<file path="config.mk">
export PLATFORM = sky130hd
export DESIGN_NAME = rflp_arb_ctrl
export DESIGN_NICKNAME = d
export VERILOG_FILES = /design/src/rtl/rflp_pkg.sv /design/src/rtl/rflp_rr_arb2.sv /design/src/rtl/rflp_arb_ctrl.sv
export SDC_FILE = /design/constraint.sdc
export NUM_CORES = 1
export LEC_CHECK = 0
export ABC_AREA = 1
export BUFFER_PORTS_ARGS = -buffer_cell sky130_fd_sc_hd__buf_4
export CAP_MARGIN = 20
export CELL_PAD_IN_SITES_DETAIL_PLACEMENT = 1
export CELL_PAD_IN_SITES_GLOBAL_PLACEMENT = 1
export CORE_ASPECT_RATIO = 1.25
export CORE_MARGIN = 1.5
export CORE_UTILIZATION = 25
export CTS_CLUSTER_DIAMETER = 100
export DETAILED_ROUTE_END_ITERATION = 16
export PLACE_DENSITY = 0.7
export SLEW_MARGIN = 20
export SYNTH_ARGS = -nofsm -noshare
export SYNTH_HDL_FRONTEND = slang
export SYNTH_HIERARCHICAL = 1
export SYNTH_SLANG_ARGS = --single-unit
</file>
<file path="constraint.sdc">
create_clock -name CLK -period 1.3 [get_ports CLK]
set_clock_uncertainty 0.15 [all_clocks]
set_input_delay 0.065 -clock CLK [delete_from_list [all_inputs] [get_ports CLK]]
set_output_delay 0.065 -clock CLK [all_outputs]
set_load 0.1 [all_outputs]
</file>
<file path="src/rtl/rflp_pkg.sv">
// Shared types and constants for the rflp register-file arbiter/sequencer.
// Widths match the 256x12 single-port macro (RA = addr[7:2], CA = addr[1:0]).
package rflp_pkg;

    localparam int AW   = 8;
    localparam int DW   = 12;
    localparam int RAW  = 6;
    localparam int CAW  = 2;
    localparam int NREQ = 2;

    typedef enum logic {
        ST_INIT,
        ST_RUN
    } state_t;

    typedef struct packed {
        logic [RAW-1:0] ra;
        logic [CAW-1:0] ca;
    } addr_split_t;

    typedef struct packed {
        logic vld;
        logic id;
    } rd_tag_t;

    function automatic addr_split_t split_addr(input logic [AW-1:0] addr);
        addr_split_t s;
        s.ra = addr[AW-1:CAW];
        s.ca = addr[CAW-1:0];
        return s;
    endfunction

endpackage

</file>
<file path="src/rtl/rflp_rr_arb2.sv">
// Two-way round-robin arbiter; the pointer names the requester that wins a tie
// and flips to the other requester after every grant.
module rflp_rr_arb2
    import rflp_pkg::*;
(
    input  logic            clk,
    input  logic            rst,
    input  logic [NREQ-1:0] req,
    input  logic            en,
    output logic [NREQ-1:0] gnt
);

    logic ptr;

    always_comb begin
        gnt = '0;
        if (en) begin
            case (req)
                2'b01:   gnt = 2'b01;
                2'b10:   gnt = 2'b10;
                2'b11:   gnt = ptr ? 2'b10 : 2'b01;
                default: gnt = 2'b00;
            endcase
        end
    end

    always_ff @(posedge clk) begin
        if (rst) begin
            ptr <= 1'b0;
        end else if (|gnt) begin
            ptr <= gnt[0];
        end
    end

endmodule

</file>
<file path="src/rtl/rflp_arb_ctrl.sv">
// Sequencer/arbiter in front of the 256x12 register-file macro.
// Optional power-up clear of all 256 words: define RFLP_ARB_INIT_CLEAR_EN.
module rflp_arb_ctrl
    import rflp_pkg::*;
(
    input  logic               CLK,
    input  logic               RST,
    input  logic [NREQ-1:0]    REQ_VALID,
    output logic [NREQ-1:0]    REQ_READY,
    input  logic [NREQ-1:0]    REQ_WR,
    input  logic [NREQ*AW-1:0] REQ_ADDR,
    input  logic [NREQ*DW-1:0] REQ_WDATA,
    output logic [NREQ-1:0]    RSP_VALID,
    output logic [DW-1:0]      RSP_RDATA,
    output logic               INIT_BUSY,
    output logic               MEM_NCE,
    output logic               MEM_NWRT,
    output logic [RAW-1:0]     MEM_RA,
    output logic [CAW-1:0]     MEM_CA,
    output logic [DW-1:0]      MEM_DIN,
    input  logic [DW-1:0]      MEM_DO
);

`ifdef RFLP_ARB_INIT_CLEAR_EN
    localparam state_t ST_BOOT = ST_INIT;
`else
    localparam state_t ST_BOOT = ST_RUN;
`endif

    state_t      state;
    state_t      state_nxt;
    logic        run_en;
    logic        init_wr;
    logic        init_last;
    logic [AW-1:0] init_addr;
    logic        hs;
    logic        sel;
    logic        sel_wr;
    logic [AW-1:0] sel_addr;
    logic [DW-1:0] sel_wdata;
    addr_split_t sel_split;
    addr_split_t init_split;
    rd_tag_t     rd_s1;
    rd_tag_t     rd_s2;

`ifdef RFLP_ARB_INIT_CLEAR_EN
    logic [AW-1:0] init_cnt;

    always_ff @(posedge CLK) begin
        if (RST) begin
            init_cnt <= '0;
        end else if (state == ST_INIT) begin
            init_cnt <= init_cnt + 1'b1;
        end
    end

    assign init_addr = init_cnt;
    assign init_last = (init_cnt == {AW{1'b1}});
`else
    assign init_addr = '0;
    assign init_last = 1'b1;
`endif

    always_ff @(posedge CLK) begin
        if (RST) begin
            state <= ST_BOOT;
        end else begin
            state <= state_nxt;
        end
    end

    always_comb begin
        state_nxt = state;
        case (state)
            ST_INIT: if (init_last) state_nxt = ST_RUN;
            ST_RUN:  state_nxt = ST_RUN;
            default: state_nxt = ST_RUN;
        endcase
    end

    always_comb begin
        run_en  = (state == ST_RUN) && !RST;
        init_wr = 1'b0;
`ifdef RFLP_ARB_INIT_CLEAR_EN
        init_wr = (state == ST_INIT) && !RST;
`endif
    end

    assign INIT_BUSY = init_wr;

    rflp_rr_arb2 u_arb (
        .clk (CLK),
        .rst (RST),
        .req (REQ_VALID),
        .en  (run_en),
        .gnt (REQ_READY)
    );

    assign hs        = |REQ_READY;
    assign sel       = REQ_READY[1];
    assign sel_wr    = sel ? REQ_WR[1] : REQ_WR[0];
    assign sel_addr  = sel ? REQ_ADDR[AW +: AW] : REQ_ADDR[0 +: AW];
    assign sel_wdata = sel ? REQ_WDATA[DW +: DW] : REQ_WDATA[0 +: DW];
    assign sel_split  = split_addr(sel_addr);
    assign init_split = split_addr(init_addr);

    // Address/data hold when idle so the macro pins only toggle on real accesses.
    always_ff @(posedge CLK) begin
        if (RST) begin
            MEM_NCE  <= 1'b1;
            MEM_NWRT <= 1'b1;
            MEM_RA   <= '0;
            MEM_CA   <= '0;
            MEM_DIN  <= '0;
        end else if (init_wr) begin
            MEM_NCE  <= 1'b0;
            MEM_NWRT <= 1'b0;
            MEM_RA   <= init_split.ra;
            MEM_CA   <= init_split.ca;
            MEM_DIN  <= '0;
        end else if (hs) begin
            MEM_NCE  <= 1'b0;
            MEM_NWRT <= ~sel_wr;
            MEM_RA   <= sel_split.ra;
            MEM_CA   <= sel_split.ca;
            MEM_DIN  <= sel_wdata;
        end else begin
            MEM_NCE  <= 1'b1;
            MEM_NWRT <= 1'b1;
        end
    end

    always_ff @(posedge CLK) begin
        if (RST) begin
            rd_s1 <= '0;
            rd_s2 <= '0;
        end else begin
            rd_s1.vld <= hs && !sel_wr;
            rd_s1.id  <= sel;
            rd_s2     <= rd_s1;
        end
    end

    always_ff @(posedge CLK) begin
        if (RST) begin
            RSP_VALID <= '0;
            RSP_RDATA <= '0;
        end else begin
            RSP_VALID <= {rd_s2.vld && rd_s2.id, rd_s2.vld && !rd_s2.id};
            if (rd_s2.vld) begin
                RSP_RDATA <= MEM_DO;
            end
        end
    end

endmodule

</file>
Word-level counts from Yosys, hierarchy flattened
Cells that the tools add are included.
{"block": "totals", "reg_bits": 41, "output_inout_bits": 39, "ram_bits": 0, "latchBits": 0, "n_memories": 0, "word_cells": 31, "rom_bits": 0}
{"block": "classes", "n_addsub": 0, "n_shift": 0, "multipliers": 0, "n_mux": 7, "n_bitwise": 2, "reduce_logical": 7, "magnitude_cmp": 0, "n_eq_ne": 3, "div": 0}
{"operator": "12-bit 2-to-1 mux", "count": 1}
{"operator": "8-bit 2-to-1 mux", "count": 1}
{"operator": "2-bit case mux with 3 select lines", "count": 1}
{"operator": "2-bit equality test, second input constant", "count": 2}
{"operator": "2-bit 2-to-1 mux", "count": 2}
{"operator": "2-bit OR reduction", "count": 2}
{"operator": "1-bit logical AND", "count": 3}
{"operator": "2-bit by 1-bit equality test with 1-bit output, second input constant", "count": 1}
{"operator": "1-bit zero test", "count": 2}
{"operator": "1-bit 2-to-1 mux", "count": 2}
{"operator": "1-bit NOT", "count": 2}

Logic depth before layout (Yosys ltp)
{"block": "logic_depth", "depth_word": 6, "mapped_depth": 11, "mapped_depth_nobuf": 9}

Hierarchy
Netlist, hierarchy kept.
{"mod": "rflp_arb_ctrl", "n_inst": 1, "cells_each": 230, "seq_area_each_um2": 800.8, "area_each_um2": 1580.3}
{"mod": "rflp_rr_arb2", "n_inst": 1, "cells_each": 11, "seq_area_each_um2": 20.0, "area_each_um2": 66.3}

Worst setup path after synthesis
Ideal clock, no wire load.
{"block": "synth_timing", "path_kind": "input-to-reg", "start": "input RST", "end": "register MEM_NWRT", "cell_stages": 8, "setup_ns": 0.115, "n_path_buf": 2, "slack_ns": -1.727, "arrival_time_ns": 2.762, "cell_sequence": "inv_1 > buf_2 > nand2_1 > a21oi_1 > nor2_1 > nor2_2 > buf_4 > nand2_1"}
{"block": "synth_via", "elab_chain_cells": 4}
{"element": "start: declaration", "line": "rflp_arb_ctrl.sv:7", "source": "input logic RST,"}
{"element": "2-bit 2-to-1 mux (*)", "line": "rflp_rr_arb2.sv:17", "source": "if (en) begin"}
{"element": "named net REQ_READY[1]", "line": "rflp_arb_ctrl.sv:9", "source": "output logic [NREQ-1:0] REQ_READY,"}
{"element": "2-bit OR reduction", "line": "rflp_arb_ctrl.sv:99", "source": "assign hs = |REQ_READY;"}
{"element": "1-bit NOT (no source line)"}
{"element": "2-bit OR reduction (no source line)"}
{"element": "end signal: assignment", "line": "rflp_arb_ctrl.sv:123", "source": "MEM_NWRT <= ~sel_wr;"}
{"element": "end: declaration", "line": "rflp_arb_ctrl.sv:17", "source": "output logic MEM_NWRT,"}
The timed path passes the listed nets; every way through them passes the cells marked *.
A chain may end at the register's enable or synchronous reset.

Worst setup path in the final report
{"block": "layout_timing", "start": "register u_arb.ptr", "end": "register MEM_DIN[10]"}
{"block": "layout_via", "elab_chain_cells": 4}
{"element": "start: declaration", "line": "rflp_rr_arb2.sv:13", "source": "logic ptr;"}
{"element": "start signal: assignment", "line": "rflp_rr_arb2.sv:31", "source": "ptr <= gnt[0];"}
{"element": "2-bit 2-to-1 mux (*)", "line": "rflp_rr_arb2.sv:21", "source": "2'b11: gnt = ptr ? 2'b10 : 2'b01;"}
{"element": "2-bit case mux with 3 select lines (*)", "line": "rflp_rr_arb2.sv:18", "source": "case (req)"}
{"element": "2-bit 2-to-1 mux (*)", "line": "rflp_rr_arb2.sv:17"}
{"element": "12-bit 2-to-1 mux or 2-bit OR reduction (tied branches)", "line": "rflp_arb_ctrl.sv:103, rflp_arb_ctrl.sv:99"}
{"element": "end signal: assignment", "line": "rflp_arb_ctrl.sv:126", "source": "MEM_DIN <= sel_wdata;"}
{"element": "end: declaration", "line": "rflp_arb_ctrl.sv:20", "source": "output logic [DW-1:0] MEM_DIN,"}
Every way passes the cells marked *; elsewhere a longest branch is shown, timed or not.

==> impl_metrics.ini <==
[status]
outcome = finished, violations left
violations = negative setup slack

[timing]
finalSetupViolCount = 25
fmax_mhz = 703
final.setup.worst_slack_ns = -0.122
finalHoldViolations = 0
rsz0062_at_grt = true
post-route-period-util = 1.09
min_period_ns = 1.42
whs_ns = 0.140
slew_violations = 0
setup_tns_ns = -2.58

[cts]
htree_num_levels = 2
clock-sinks = 41
cts.clk_slew.worst_paths_ns = 0.08
clock_path_buffers = 2
root_buffer = clkbuf_8
cts-buffers-inserted = 5
clock_latency_ns = 0.29
cts_tree = built

[detailed_routing]
via_per_inst = 4.29
drcViolationCount = 0
num_vias = 2111
drtPass1Iterations = 4
drt_wl_total_um = 6800
first_iter_violations = 48
wl_per_cell_um = 13.8
ant_nets = 0

[logic_synthesis]
synthCells = 241
yosysTopAreaCell = dfxtp_1
syn_nets = 299
netlist_top_cells_area = dfxtp_1, nand2_1, nor2_1
synth_warnings = 6
netlist_area_sq_mm = 0.00165
seq_area_frac_synth = 0.498
synth_top_area_share = 0.498
ys_seq_elements = 41
avgSynthCellArea_sq_um = 6.83
ys_types = 17

[power]
pwr-share-seq = 0.378
comb_power_share = 0.324
cellLeakagePower_nw = 1.70
power_density_mw_per_mm2 = 1070
internal_power_mw = 2.37
clkPwrFrac = 0.298
p_switching_mw = 1.23
p_sw_frac = 0.342
peakVddDrop_mv = 0.479

[critical_path]
worst_setup_path_end_kind = register
cp.arrival_ns = 1.46
critPathMaxFanout = 11
required_ns = 1.34
path_class = reg2reg
start_kind = register

[floorplanning]
die_w_um = 75.6
coreArea_sq_mm = 0.00629
fp.dieH_um = 93.7
core.rowCount = 32
ios = 97
dieArea_sq_mm = 0.00709
start_util = 0.262

[finish]
layout-drive-gt1-share = 0.374
num-fill-cells = 781
synthToLayoutAreaGrowth_pct = 103
fin_nets = 463
final-seq-area_sq_um = 837
multi_input_comb_area_sq_um = 766

[placed_design]
hpwl_um = 3810
gp_congestion = 0.724
io_buffers = 95

[worst_hold_path]
hold_class = in2reg

[global_route]
grt_overflow_total = 0
grt_max_degree = 33
grt_pass1_vias = 2350
antenna_found_initial = 0
grt_usage = 0.204
grt_pass1_wl_um = 10800

[job]
cap_violations = 0
## cells in the final DEF (no fill, tap or decap), drive strengths merged, types with 2 or more instances in the layout
master       synthesis  layout
inv                  8       7
nand3               20      20
clkinvlp             0       2
nor2                31      31
a21oi                2       2
o21ai               12      12
clkbuf               2       6
buf                 12     115
nand2              110     110
dfxtp               41      41
dlygate4sd3          0      56
## cell type report
class | count | share of cell area
antenna | 1 | 0.000747
tap | 85 | 0.0318
clock buffer | 6 | 0.0247
timing repair buffer | 171 | 0.442
clock inverter | 2 | 0.0112
multi-input combinational | 177 | 0.229
inverter | 9 | 0.0112
sequential | 41 | 0.250
## worst paths after layout
| check | startpoint | to | slack [ns] | depth (start not counted) |
|---|---|---|---|---|
| setup / recovery | u_arb/ptr | MEM_DIN[10] | -0.12 | 8 |
| hold / removal | REQ_VALID[1] | u_arb/ptr | 0.14 | 6 |
| setup reg to reg | u_arb/ptr | MEM_DIN[10] | -0.12 | 8 |
| hold reg to reg | rd_s1[1] | rd_s2[1] | 0.26 | 2 |
## cells in the mapped netlist
master and n:
a21oi_1 1, a21oi_2 1, buf_2 9, buf_4 3
clkbuf_1 2, clkinv_1 1, conb_1 1, dfxtp_1 41
inv_1 7, inv_2 1, nand2_1 109, nand2_2 1
nand3_1 20, nor2_1 30, nor2_2 1, nor3_1 1
o21ai_0 12
## flip-flops by register name, indices dropped and copies added (netlist names)
register / cells
rd_s2: 2
MEM_CA: 2
MEM_NCE: 1
RSP_VALID: 2
u_arb/ptr: 1
MEM_RA: 6
MEM_NWRT: 1
MEM_DIN: 12
rd_s1: 2
RSP_RDATA: 12
## metal layers
metal  track usage  part of all wire  wire length (um)
met2         0.397              0.57              3880
met4        0.0699             0.019               129
met1         0.206              0.37              2500
met3        0.0418             0.042               287
met5             0                 0                 0
## kinds of logic (layout without fill, tap and decap cells)
group,count (synthesis),in the layout,synth area share
AND/OR/NAND/NOR,162,162,0.388
AO/OA/AOI/OAI,14,14,0.0448
other,1,2,0.00228
buffers and inverters,23,188,0.0661
flip-flops,41,41,0.498
## power by group through the flow
stage	registers, mW	logic [mW]	clock network (mW)
finish	1.36	1.17	1.07
global route	1.37	1.23	1.17
CTS	1.36	1.15	1.10
detailed placement	1.39	0.977	0
global placement	1.39	0.970	0
floorplan	1.83	0.229	0
## what timing repair did
action	4_1_cts	5_1_grt
resized for setup	14	7
hold buffers	56	0
hold endpoints to repair	40	0
pin swaps	4	4
endpoints found under the setup margin	26	26
setup buffers	4	2
gates cloned	1	0
## worst max-delay path, cell delays in order (launching register included)
cell and delay, ns:
dfxtp_2 0.36, nand2_2 0.07, nand2_4 0.09, clkinvlp_4 0.14, nor2_4 0.19, nor2_4 0.06, buf_6 0.14, nand2_1 0.07
nand2_1 0.04
## metrics by stage
step | total power [mW] | std cells | area, sq um | setup slack, ns | utilization
final | 3.60 | 492 | 3350 | -0.122 | 0.533
after global routing | 3.77 | 491 | 3350 | -0.224 | 0.532
after CTS | 3.61 | 489 | 3310 | -0.0884 | 0.527
after detailed placement | 2.37 | 420 | 2540 | -0.0761 | 0.404
after global placement | 2.36 | 420 | 2540 | -0.0384 | 0.404
after floorplan | 2.06 | 241 | 1720 | -0.463 | -
Power figures use the tool's default switching activity.
